**src/rtl/conv_lbx_sched.sv**
```systemverilog
// Line-buffer scheduler: tracks column/row position of the pixel stream, steers
// the K-1 line-buffer banks and flags when a full KxK window column is readable.
module conv_lbx_sched #(
  parameter int W_MAX = 1024,
  parameter int K     = 3,
  parameter int AW    = $clog2(W_MAX)
) (
  input  logic          clk,
  input  logic          srst,
  input  logic          pixel_vld_i,
  input  logic          pixel_sof_i,
  input  logic          pixel_eol_i,
  output logic          mem_en_o,
  output logic [K-2:0]  mem_bank_o,
  output logic [AW-1:0] mem_addr_o,
  output logic          win_vld_o,
  output logic          win_first_col_o,
  output logic          win_last_col_o,
  output logic [AW:0]   width_o,
  output logic          err_width_o
);
  localparam int RW = (K > 2) ? $clog2(K) : 1;
  localparam logic [AW-1:0] COL_MAX  = AW'(W_MAX - 1);
  localparam logic [RW-1:0] ROWS_MAX = RW'(K - 1);
  localparam logic [K-2:0]  BANK0    = (K-1)'(1);

  logic [AW-1:0] col_q, col_d, col_eff;
  logic [K-2:0]  bank_q, bank_d, bank_eff, bank_rot;
  logic [RW-1:0] rows_q, rows_d, rows_eff;
  logic [AW:0]   width_q, width_d, width_eff, col_len;
  logic          err_q, err_d, err_eff;
  logic          win_vld_q, win_vld_d;
  logic          win_first_q, win_first_d;
  logic          win_last_q, win_last_d;
  logic          sof, eol;

  // A sof pixel restarts the frame in the same cycle it is accepted.
  always_comb begin
    sof       = pixel_vld_i & pixel_sof_i;
    eol       = pixel_vld_i & pixel_eol_i;
    col_eff   = sof ? '0 : col_q;
    bank_eff  = sof ? BANK0 : bank_q;
    rows_eff  = sof ? '0 : rows_q;
    width_eff = sof ? '0 : width_q;
    err_eff   = sof ? 1'b0 : err_q;
    col_len   = {1'b0, col_eff} + 1'b1;
    bank_rot  = '0;
    for (int i = 0; i < K-1; i++) bank_rot[(i+1) % (K-1)] = bank_eff[i];
  end

  always_comb begin
    col_d       = col_q;
    bank_d      = bank_q;
    rows_d      = rows_q;
    width_d     = width_q;
    err_d       = err_q;
    win_vld_d   = 1'b0;
    win_first_d = 1'b0;
    win_last_d  = 1'b0;
    if (pixel_vld_i) begin
      bank_d      = bank_eff;
      rows_d      = rows_eff;
      width_d     = width_eff;
      err_d       = err_eff;
      win_vld_d   = (rows_eff == ROWS_MAX);
      win_first_d = win_vld_d & (col_eff == '0);
      win_last_d  = win_vld_d & pixel_eol_i;
      if (eol) begin
        col_d  = '0;
        bank_d = bank_rot;
        rows_d = (rows_eff == ROWS_MAX) ? ROWS_MAX : rows_eff + 1'b1;
        if (width_eff == '0)          width_d = col_len;
        else if (col_len != width_eff) err_d  = 1'b1;
      end else if (col_eff == COL_MAX) begin
        // Line longer than the buffer: park on the last address and flag it.
        col_d = col_eff;
        err_d = 1'b1;
      end else begin
        col_d = col_eff + 1'b1;
      end
    end
  end

  always_ff @(posedge clk) begin
    if (srst) begin
      col_q       <= '0;
      bank_q      <= BANK0;
      rows_q      <= '0;
      width_q     <= '0;
      err_q       <= 1'b0;
      win_vld_q   <= 1'b0;
      win_first_q <= 1'b0;
      win_last_q  <= 1'b0;
    end else begin
      col_q       <= col_d;
      bank_q      <= bank_d;
      rows_q      <= rows_d;
      width_q     <= width_d;
      err_q       <= err_d;
      win_vld_q   <= win_vld_d;
      win_first_q <= win_first_d;
      win_last_q  <= win_last_d;
    end
  end

  assign mem_en_o        = pixel_vld_i;
  assign mem_addr_o      = col_eff;
  assign mem_bank_o      = bank_eff;
  assign win_vld_o       = win_vld_q;
  assign win_first_col_o = win_first_q;
  assign win_last_col_o  = win_last_q;
  assign width_o         = width_q;
  assign err_width_o     = err_q;
endmodule

```
**config.mk**
```make
export PLATFORM = sky130hd
export DESIGN_NAME = conv_lbx_sched
export DESIGN_NICKNAME = d
export VERILOG_FILES = /design/src/rtl/conv_lbx_sched.sv
export SDC_FILE = /design/constraint.sdc
export NUM_CORES = 1
export LEC_CHECK = 0
export ABC_AREA = 1
export ABC_CLOCK_PERIOD_IN_PS = 3800
export BUFFER_PORTS_ARGS = -buffer_cell sky130_fd_sc_hd__buf_2
export CAP_MARGIN = 20
export CORE_ASPECT_RATIO = 0.5
export CORE_UTILIZATION = 58
export DETAILED_ROUTE_END_ITERATION = 8
export PLACE_DENSITY = 0.91
export SYNTH_ARGS = -nofsm -noshare
export SYNTH_HDL_FRONTEND = slang
export SYNTH_SLANG_ARGS = --single-unit
```
**constraint.sdc**
```tcl
create_clock -name clk -period 3.8 [get_ports clk]
set_input_delay 0.19 -clock clk [delete_from_list [all_inputs] [get_ports clk]]
set_output_delay 0.19 -clock clk [all_outputs]
set_load 0.01 [all_outputs]
```
==> results.toml <==
[run_status]
outcome = "finished, final reports clean"

[final_layout]
utilization = 0.7270
fin_cells = 341
synthToLayoutAreaGrowth_pct = 16.10
drive_gt1_frac = 0.1480
fillers = 236
nets = 310
n_antenna_cell = 0

[cts]
numCtsBuffers = 5
cts_tree = "done"
cts.reportedPaths.clkPinSlew_ps = 60
cts.sinks = 29
clk_latency_ps = 280
hold_buffers = 0
htreeDepth = 2
cts_root_buf = "clkbuf_8"
post_cts_resized = 0
post_cts_buffers = 0
clk_path_buf_depth = 2

[drt]
drt_iter0_drc = 237
drc_errors = 0
wl_um = 4731
vias = 1901
wl_per_cell_um = 13.87
firstDrtPassIters = 4
viasPerCell = 5.575
drtAntennaViolNets = 0

[synthesis]
ys_ff_latch = 29
synth.avg_cell_area_um2 = 6.141
synth.area.top_cells = "dfxtp_1, nand2_1, nand3_1"
yosysUniqueCellTypes = 22
synth_area_leader_cell = "dfxtp_1"
syn_inst = 272
seq_area_frac_synth = 0.3476
synth_top_area_frac = 0.3476
yosysWarnings = 0
syn_area_mm2 = 0.001670
synth_nets = 279

[critical_path]
critPathMaxFanout = 31
startpoint_type = "primary input"
cp.required_ps = 4010
path_class = "in2reg"
end_kind = "register"
worstPathArrival_ps = 2490
r2r-start = "col_q[0]"
startpoint = "pixel_vld_i"

[timing]
finalWorstSetupSlack_ps = 1514
drv_slew = 0
max_clock_freq_mhz = 437.5
rsz0062_at_grt = "no"
slew_headroom = 0.5256
period_share = 0.6015
layout_min_cycle_time_ps = 2286
max_slew.worst_pin.slew_ps = 709.0
hold_viol = 0
skew_ps = 5.721
setup_viol = 0
tns_ps = 0

[power]
leakagePower_nw = 1.124
finalPower_mw = 0.7548
pwr_density_cell_mw_per_mm2 = 389.2
vdd_ir_drop_max_v = 0.0002791

[worst_hold_path]
worstHoldPathType = "in2reg"
worstHoldStart = "pixel_eol_i"

[placed_design]
place_hpwl_um = 3422
preCtsSetupSlack_ps = 1375
post-place-cells = 333
routabilityCongestion = 0.9832
portBuffers = 32

[floorplan]
die-area_mm2 = 0.003112
dieWidth_um = 77.90
coreArea_mm2 = 0.002668
die_h_um = 39.95
initial_core_util = 0.6262
rows = 13
ioPinCount = 33

[grt]
antenna_found_initial = 0
grt_pass1_vias = 1450
overflow = 0
grt_pass1_wl_um = 7107
grt_usage = 0.3207
grt_max_degree = 32

[job]
maxCapViolations = 0
synthesized netlist by cell type:
library cell,count
nand4_1,4
buf_4,2
nand2_1,87
nand3_1,32
nor4_1,1
clkbuf_1,3
a22oi_1,1
buf_2,1
inv_1,42
xor2_1,1
clkinv_2,1
a31oi_1,1
a21oi_1,24
nand3_2,1
dfxtp_1,29
nor3_2,1
nor2_1,19
o211ai_1,1
buf_6,2
o21ai_0,14
nand2_2,3
ha_1,2
where the power goes:
group	switching, mW	internal (mW)
Combinational	0.0681	0.0303
Sequential	0.00690	0.316
Clock	0.120	0.214
layer usage:
metal | global-route usage | part of all wire
met4 | 0.1157 | 0.014
met1 | 0.4286 | 0.45
met3 | 0.09091 | 0.11
met5 | 0 | 0
met2 | 0.5111 | 0.43
sequential cells by signal, indices dropped and copies added (netlist names):
name / cells
bank_q: 2
col_q: 10
err_width_o: 1
rows_q: 2
width_o: 11
win_first_col_o: 1
win_last_col_o: 1
win_vld_o: 1
cells in the final DEF (no fill, tap or decap), drive strengths merged:
cell type,instances
nand3,33
nor4,1
nand2,90
clkinv,1
clkbuf,7
a31oi,1
xor2,1
dfxtp,29
ha,2
inv,42
nand4,4
nor2,19
a22oi,1
bufinv,1
nor3,1
a21oi,24
o21ai,14
o211ai,1
buf,32
stage by stage:
step	instance area (um^2)	hold slack, ps
2_1_floorplan	1670	324.9
3_3_place_gp	1823	451.4
3_5_place_dp	1823	463.0
4_1_cts	1939	178.7
5_1_grt	1939	180.3
6_report	1939	174.9
cells by family after synthesis:
logic type,after synthesis,share of synthesized area
buffers and inverters,51,0.1296
XOR/XNOR,1,0.005244
adder cells (fa/ha/maj),2,0.01498
AND/OR/NAND/NOR,148,0.3760
AO/OA/AOI/OAI,41,0.1266
flip-flops,29,0.3476
worst max-delay path, cell delays in order:
cell     delay (ps)
buf_2           140
nand2_2         430
nand3_1         330
nor2_1          470
nand3_2         300
inv_1           300
o21ai_0         140
a21oi_1         190
area by class of cell:
type,instances,area (um^2),share of cell area
clock buffer,7,86.33,0.04452
clock inverter,1,30.03,0.01548
inverter,43,162.7,0.08387
multi-input combinational,192,873.3,0.4503
sequential,29,580.6,0.2994
tap,37,46.29,0.02387
timing repair buffer,32,160.2,0.08258
worst paths after layout:
path	endpoint	slack (ps)	cells past startpoint
setup reg to reg	col_q[6]	1670	6
setup / recovery	col_q[6]	1510	8
hold reg to reg	col_q[9]	470	2
hold / removal	win_last_col_o	170	3
(Power assumes the default switching activity.)
